## config.mk

```make
export PLATFORM = sky130hd
export DESIGN_NAME = qam_cluster_packer
export DESIGN_NICKNAME = d
export VERILOG_FILES = /design/src/rtl/qam_cluster_packer_pkg.sv /design/src/rtl/qam_cluster_packer.sv
export SDC_FILE = /design/constraint.sdc
export NUM_CORES = 1
export LEC_CHECK = 0
export ABC_AREA = 1
export CORE_MARGIN = 5
export CORE_UTILIZATION = 35
export CTS_CLUSTER_DIAMETER = 50
export DETAILED_ROUTE_END_ITERATION = 12
export PLACE_DENSITY = 0.66
export SKIP_LAST_GASP = 1
export SYNTH_ARGS = -nofsm -noshare
export SYNTH_HDL_FRONTEND = slang
export SYNTH_SLANG_ARGS = --single-unit
```

## constraint.sdc

```tcl
create_clock -name clk -period 5.68 [get_ports clk]
set_input_delay 0.568 -clock clk [delete_from_list [all_inputs] [get_ports clk]]
set_output_delay 0.568 -clock clk [all_outputs]
set_load 0.05 [all_outputs]
```

## src/rtl/qam_cluster_packer_pkg.sv

```systemverilog
// Shared definitions for the QAM cluster packer: FSM encoding, QAM orders, clog2.
package qam_cluster_packer_pkg;

  typedef enum logic {
    ST_RUN   = 1'b0,
    ST_FLUSH = 1'b1
  } state_t;

  localparam int BPS_QPSK  = 2;
  localparam int BPS_QAM16 = 4;
  localparam int BPS_QAM64 = 6;

  function automatic int clog2(input int value);
    int r;
    r = 0;
    for (int i = 0; i < 31; i++) begin
      if ((1 << i) < value) r = i + 1;
    end
    return r;
  endfunction

endpackage

```

## src/rtl/qam_cluster_packer.sv

```systemverilog
// Byte-to-cluster gearbox: packs DIN_W-bit beats into BPS*N-bit clusters for the QAM mapper.
// state    | meaning
// ST_RUN   | accepting beats, emitting full clusters
// ST_FLUSH | frame ended; drain remaining bits, last cluster zero-padded
module qam_cluster_packer
  import qam_cluster_packer_pkg::*;
#(
  parameter int N     = 16,
  parameter int BPS   = BPS_QAM64,
  parameter int DIN_W = 8
) (
  input  logic                          clk,
  input  logic                          rst,
  input  logic [DIN_W-1:0]              in_data,
  input  logic                          in_valid,
  input  logic                          in_last,
  output logic                          in_ready,
  output logic [BPS*N-1:0]              out_data,
  output logic                          out_valid,
  output logic                          out_last,
  output logic [clog2(BPS*N+1)-1:0]     out_pad,
  input  logic                          out_ready
);

  localparam int OUT_W = BPS * N;
  localparam int ACC_W = OUT_W + DIN_W;
  localparam int CNT_W = clog2(ACC_W + 1);
  localparam int PAD_W = clog2(OUT_W + 1);

  if (DIN_W > BPS * N || BPS < 1) begin : g_bad_params
    $error("qam_cluster_packer: DIN_W must not exceed BPS*N and BPS must be at least 1");
  end

  state_t            state;
  state_t            state_nxt;
  logic [ACC_W-1:0]  acc;
  logic [CNT_W-1:0]  cnt;
  logic [CNT_W-1:0]  cnt_base;
  logic [ACC_W-1:0]  acc_ins;
  logic              out_free;
  logic              accept;
  logic              load_full;
  logic              load_last;
  logic              cnt_ge;
  logic              cnt_gt;

  always_ff @(posedge clk) begin
    if (rst) state <= ST_RUN;
    else     state <= state_nxt;
  end

  always_comb begin
    state_nxt = state;
    case (state)
      ST_RUN:   if (accept && in_last) state_nxt = ST_FLUSH;
      ST_FLUSH: if (load_last || cnt == '0) state_nxt = ST_RUN;
      default:  state_nxt = ST_RUN;
    endcase
  end

  always_comb begin
    out_free  = !out_valid || out_ready;
    cnt_ge    = cnt >= CNT_W'(OUT_W);
    cnt_gt    = cnt >  CNT_W'(OUT_W);
    // out_ready reaches in_ready combinationally so a load and an accept share a cycle
    in_ready  = (state == ST_RUN) && (!cnt_ge || out_free);
    accept    = in_valid && in_ready;
    load_full = out_free && ((state == ST_RUN) ? cnt_ge : cnt_gt);
    load_last = out_free && (state == ST_FLUSH) && (cnt != '0) && !cnt_gt;

    cnt_base = cnt;
    if (load_full)      cnt_base = cnt - CNT_W'(OUT_W);
    else if (load_last) cnt_base = '0;

    acc_ins = '0;
    if (accept) acc_ins = ACC_W'(in_data) << cnt_base;
  end

  always_ff @(posedge clk) begin
    if (rst) begin
      acc       <= '0;
      cnt       <= '0;
      out_data  <= '0;
      out_valid <= 1'b0;
      out_last  <= 1'b0;
      out_pad   <= '0;
    end else begin
      // a beat accepted alongside a load lands after the shift, at cnt-OUT_W
      if (load_full || load_last) acc <= (acc >> OUT_W) | acc_ins;
      else                        acc <= acc | acc_ins;
      cnt <= cnt_base + (accept ? CNT_W'(DIN_W) : '0);

      if (load_full || load_last) begin
        out_data  <= acc[OUT_W-1:0];
        out_valid <= 1'b1;
        out_last  <= load_last;
        out_pad   <= load_last ? PAD_W'(CNT_W'(OUT_W) - cnt) : '0;
      end else if (out_valid && out_ready) begin
        out_valid <= 1'b0;
      end
    end
  end

endmodule

```

==> results.md, run 1 <==
* Port Buf Inserts at 118
* # hold bufs at CTS at 0
* Tightest Pin Transition at 1.11 ns
* First-pass GRT wire length at 41600 microns
* Total Wirelength at 25700 microns
* CP startpoint: cnt[0]
* CTS Buf Count at 24
* VDD IR max at 0.180 mV
* RSZ-0062 raised after global routing: no
* Final hold violation count at 0
* Worst EP required at 6.14 ns
* Row Count at 58
* Nets at 1287
* Post-route cell area at 10900 sq um
* RR Startpoint: cnt[0]
* Power per cell area at 325 nW/um^2
* Layout cells sized above 1 at 6.68%
* Final setup TNS at 0 ns
* Final setup fails at 0
* Die Wd at 170 microns
* Worst path arrival time at 4.44 ns
* Initial antenna violation count at 0
* CTS Buffer Depth at 3
* Crit. End Element: flip-flop
* Cell taking the most area after synthesis: dfxtp_1
* Slew Viols, Final at 0
* Number of synthesized flops with an enable pin at 0
* Yosys warns at 0
* WL/cell at 15.9 microns
* # DRC at 0
* Vias per inst at 5.08
* Status: finished clean
* Hold path depth at 2
* RePlAce Congestion at 0.902
* Hold Path Class: flip-flop to flip-flop
* CP Cell Sequence: inv_1 -> ha_1 -> nand2_2 -> inv_2 -> nand2_2 -> nand2_2 -> nand2_4 -> nand2_4 -> o21ai_4 -> inv_4 -> nor2_8 -> nand3_1 -> nand3_1 -> nand2_1 -> inv_1
* Worst path max stage delay at 0.68 ns
* Worst-path maximum fanout at 107
* Io pins at 119
* GRT Residual Overflow at 0
* Final Critical Period at 3.98 ns
* Total GRT Usage at 17.4%
* R2R setup slack at 1.70 ns
* Routed Antenna Nets at 0
* CTS tree: yes
* Critical Path Most Common Cell: nand2_2
* Leak at 4.40 nW
* DIE AREA at 28900 sq um
* Area Growth Syn to Fin at 22.0%
* Most common cell in the netlist: nand2_1
* Slowest stage cell, crit path: o21ai_4
* Area after DPL at 10200 sq um
* H-tree depth at 1
* Die height at 170 microns
* DRT Pass-1 Iters at 5
* Ys flop type: dfxtp_1
* Final WS setup at 1.70 ns
* Setup WS pre-CTS at 1.69 ns
* Synth Net Count at 1227
* WHS Endpoint: out_pad[0]
* 1st-iter DRT viols at 984
* Hpwl dp at 16300 microns
* Hold slack at 0.464 ns
* Fmax at 0.251 GHz
* Final std cells w/o fill at 1617
* Mapped cell area at 8950 sq um
* Vias in the first global route at 7728
* Vias at 8211
* Placed Cells at 1574
* Max_cap viols at 0
* Cell count after synthesis at 1210
* Fillcell total at 2569
* PostCTS Resize Cnt at 0
* Post-synthesis async set-or-reset flop share at 0%
* Diode count at 0
* Max-slew headroom at 26.0%
* Initial Util at 35.6%
* Worst-skew pair later-pin latency at 0.51 ns
* Largest net degree at the start of global routing at 108
* Setup Buffers After CTS at 0
* Clock-pin slew on the worst setup and hold paths at 0.06 ns
* Critical Path Start Type: flip-flop
* Clock root buffer: clkbuf_16
* Top cells by area, synth: dfxtp_1 49%, nand2_1 9.9%, nor2_1 9.2%
* R2R depth at 15
* Min-delay src: out_pad[0]
* Post-route clock period utilization at 70.1%
* Count of cell types in the netlist at 37
* Synth top area share at 48.5%
* Core box area at 25200 sq um
* R2r endpoint: acc[66]
* Worst Skew at 0.0108 ns
* Seq/Total Area, Yosys at 48.5%
* Syn Area/Cell at 7.40 sq um
* Clk sink count at 217
* Flops & latches, synth at 217
* Crit Path Category: flip-flop to flip-flop
* Post-synth top cells: 236 x nand2_1, 219 x nor2_1, 217 x dfxtp_1
==> state kept, by name (all words and copies together), names as in the netlist <==
signal,count
state,1
out_pad,7
out_last,1
acc,104
cnt,7
out_data,96
out_valid,1
==> per-layer routing <==
metal  part of all wire, %  vias up  GRT usage (%)
li1                      -     4111              -
met5                     0        -              0
met1                    46     3798           24.8
met3                   5.9       42           3.00
met2                    45      260           27.4
met4                   2.6        0           4.69
==> critical path, delay by kind of cell (launching register included) <==
family	cells	cell delay (ns)
buffers and inverters	4	0.61
adder cells (fa/ha/maj)	1	0.26
AO/OA/AOI/OAI	1	0.68
flip-flops	1	0.61
AND/OR/NAND/NOR	9	1.74
==> through the flow <==
step	power, mW	util, %
5_1_grt	3.67	43.4
3_3_place_gp	2.07	40.3
3_5_place_dp	2.07	40.3
4_1_cts	3.57	43.4
6_report	3.54	43.4
2_1_floorplan	1.93	-
==> power breakdown <==
group	total, mW	leakage (nW)	switching (mW)	internal [mW]
logic	0.436	2.27	0.319	0.117
registers	1.60	1.75	0.0298	1.57
clock network	1.51	0.378	0.622	0.887
==> cells by family after synthesis <==
family	share of synthesized area (%)
AO/OA/AOI/OAI	12.7
adder cells (fa/ha/maj)	0.559
flip-flops	48.5
buffers and inverters	6.60
multiplexers	0.671
XOR/XNOR	0.196
AND/OR/NAND/NOR	30.7
==> layout by cell type, fill, tap and decap left out, types with 3 or more instances in the layout <==
cell,instances
nand2_1,236
nor2_1,219
dfxtp_1,217
clkdlybuf4s50_1,117
a21oi_1,108
o21ai_0,101
nand3_1,100
nand4_1,46
clkbuf_16,25
inv_1,24
inv_2,10
nand2_2,9
nor2_2,8
clkbuf_1,8
buf_4,8
mux2i_1,6
ha_1,4
clkinv_2,4
o21a_1,3
a31oi_1,3
nand2_4,3
nor3_2,3
==> area by class of cell <==
type                    instances  area, sq um  area share [%]
flip-flops and latches        217         4340            39.8
multi-input cells             865         4020            36.8
repair buffers                125         1230            11.3
clock buffers                  35          683            6.26
well taps                     330          413            3.78
inverters                      37          149            1.36
clock inverters                 8         81.3           0.745
==> worst max-delay path by stage <==
stage	endpoint	slack [ns]	depth (start not counted)
floorplan	acc[59]	2.84	15
global placement	acc[66]	1.74	14
detailed placement	acc[66]	1.69	15
CTS	acc[66]	1.68	15
global route	acc[66]	1.22	15
finish	acc[66]	1.70	15
Note: power is estimated with default switching activity, not from simulation.
==> run 2, diff against run 1 <==
Settings changed: PLACE_DENSITY 0.66 to 0.68.
Clock period 5.68 ns to 3.5 ns, I/O delays scaled along.
==> run 2 against run 1 <==
Critical path depth up 1. Sequential share of layout area shrank 0.81 points. Combinational power rose by 66%. Sequential cell count stayed put. Largest cell class unchanged. Worst hold slack lost 0.11 ns. Power grew 71%. Count of clock-buffer cells in the layout fell by 2. Final area grew 2.1%. Non-clock buffer count is 13 higher. Final cell count is 0.80% higher. Die area unchanged.
==> results.md, run 2 (same netlist as run 1, synthesis figures left out) <==
* Status: finished clean
* Slowest stage cell, crit path: dfxtp_1
* WL/cell at 16.2 microns (+1.7%)
* Top reg by flops: acc
* Largest registers: acc: 104 flops, out_data: 96 flops
* Layout Utilization at 44.3% (+0.90 points)
* Slew Viols, Final at 0 (unchanged)
* Leak at 4.53 nW (+2.8%)
* R2R depth at 16 (+1)
* Initial Util at 35.6% (unchanged)
* Largest net degree at the start of global routing at 62 (-43%)
* Post-route clock period utilization at 83.0% (+13 points)
* Area Growth Syn to Fin at 24.5%
* Hold Path Class: primary input to flip-flop
* Crit Path Category: flip-flop to flip-flop
* Vias per inst at 5.10 (+0.35%)
* Critical path's top delay family: simple AND/OR/NAND/NOR gates
* Tightest Pin Transition at 0.688 ns (-0.422 ns)
* Commonest non-fill, non-tap cell in the layout: nand2_1
* Routed Antenna Nets at 0 (unchanged)
* Power per cell area at 544 nW/um^2 (+68%)
* Multi-input gate area at 4020 sq um (unchanged)
* Worst path arrival time at 3.27 ns (-1.17 ns)
* Diode count at 0 (unchanged)
* Worst path max stage delay at 0.38 ns (-0.30 ns)
* WHS Endpoint: acc[42]
* Worst EP required at 3.87 ns (-2.27 ns)
* H-tree depth at 1 (unchanged)
* DRT Pass-1 Iters at 6 (+1)
* CP startpoint: cnt[1]
* Io pins at 119 (unchanged)
* Worst Skew at 0.00973 ns (-0.00110 ns)
* CP Cell Sequence: inv_1 -> ha_1 -> nand2_2 -> inv_2 -> nand2_2 -> nand2_2 -> nand2_4 -> inv_2 -> nor2_4 -> inv_2 -> nand3_1 -> nand2_1 -> nand2_1 -> nand2_1 -> nand4_1 -> a21oi_1
* Total Wirelength at 26400 microns (+2.5%)
* Min-delay src: rst
* Die Wd at 170 microns (unchanged)
* Vias at 8306 (+1.2%)
* 1st-iter DRT viols at 992 (+0.81%)
* Final setup TNS at 0 ns (unchanged)
* Die height at 170 microns (unchanged)
* RSZ-0062 raised after global routing: no
* Register area at 4340 sq um (unchanged)
* RR Startpoint: cnt[1]
* Fillcell total at 2560 (-0.35%)
* Final Critical Period at 2.91 ns (-1.08 ns)
* Clk sink count at 217 (unchanged)
* Final hold violation count at 0 (unchanged)
* Hpwl dp at 17200 microns (+5.6%)
* Total GRT Usage at 17.7% (+0.30 points)
* # DRC at 0 (unchanged)
* RePlAce Congestion at 0.897 (-0.49%)
* Critical Path Start Type: flip-flop
* Hold path depth at 2 (unchanged)
* DIE AREA at 28900 sq um (unchanged)
* CTS Buffer Depth at 3 (unchanged)
* Clock root buffer: clkbuf_16
* Initial antenna violation count at 0 (unchanged)
* R2R setup slack at 0.59 ns (-1.10 ns)
* Clock-pin slew on the worst setup and hold paths at 0.06 ns (about the same)
* Crit. End Element: flip-flop
* PostCTS Resize Cnt at 0 (unchanged)
* Vias in the first global route at 7869 (+1.8%)
* Port Buf Inserts at 118 (unchanged)
* Final setup fails at 0 (unchanged)
* Max-slew headroom at 54.1% (+28 points)
* # hold bufs at CTS at 0 (unchanged)
* First-pass GRT wire length at 42300 microns (+1.8%)
* CTS Buf Count at 26 (+8.3%)
* VDD IR max at 0.311 mV (+72%)
* Setup Buffers After CTS at 0 (unchanged)
* Commonest cells after routing, fill and taps aside: 236 x nand2_1, 219 x nor2_1, 217 x dfxtp_1, 117 x clkdlybuf4s50_1, 108 x a21oi_1
* Max reg flops at 104 (unchanged)
* Nets at 1302 (+1.2%)
* Fmax at 0.344 GHz (+37%)
* Core box area at 25200 sq um (unchanged)
* CTS tree: yes
* Row Count at 58 (unchanged)
* GRT Residual Overflow at 0 (unchanged)
* Worst-path maximum fanout at 21 (-80%)
* Max_cap viols at 0 (unchanged)
* R2r endpoint: acc[93]
* Layout cells sized above 1 at 8.00% (+1.3 points)
* Worst-skew pair later-pin latency at 0.52 ns (about the same)
* CP Buf/Inv Count at 4 (unchanged)
==> run 2: worst max-delay path by stage <==
stage,depth (start not counted),slack [ns],end
detailed placement,15,0.58,acc[93]
floorplan,15,0.66,acc[59]
CTS,16,0.60,acc[93]
global placement,15,0.64,acc[77]
global route,16,0.36,acc[77]
finish,16,0.59,acc[93]
==> run 2: power breakdown <==
part           total (mW)  internal [mW]  switching, mW
Clock                2.75           1.70           1.05
Sequential           2.59           2.55         0.0443
Combinational       0.724          0.200          0.525
Total                6.07           4.44           1.62
==> run 2: cell type report <==
class | instances | share of cell area (%)
tap | 330 | 3.70
clock inverter | 10 | 1.39
multi-input combinational | 865 | 36.0
sequential | 217 | 39.0
inverter | 37 | 1.31
timing repair buffer | 138 | 12.0
clock buffer | 33 | 6.53
==> run 2: metrics by stage <==
stage                     instances  total power, mW  hold slack, ns  area [sq um]  setup slack [ns]
after floorplan                1210             3.13           0.444          8950             0.662
after global placement         1587             3.36           0.449         10300             0.637
after detailed placement       1587             3.37           0.455         10300             0.584
after CTS                      1630             6.11           0.336         11100             0.601
after global routing           1630             6.27           0.384         11100             0.356
final                          1630             6.07           0.359         11100             0.593
==> run 2: per-layer routing <==
layer	vias up	routed length (microns)	track usage, %
met3	49	1700	2.51
met2	268	11700	27.9
met5	-	0	0
met4	0	605	4.03
met1	3858	12400	25.9
li1	4131	-	-
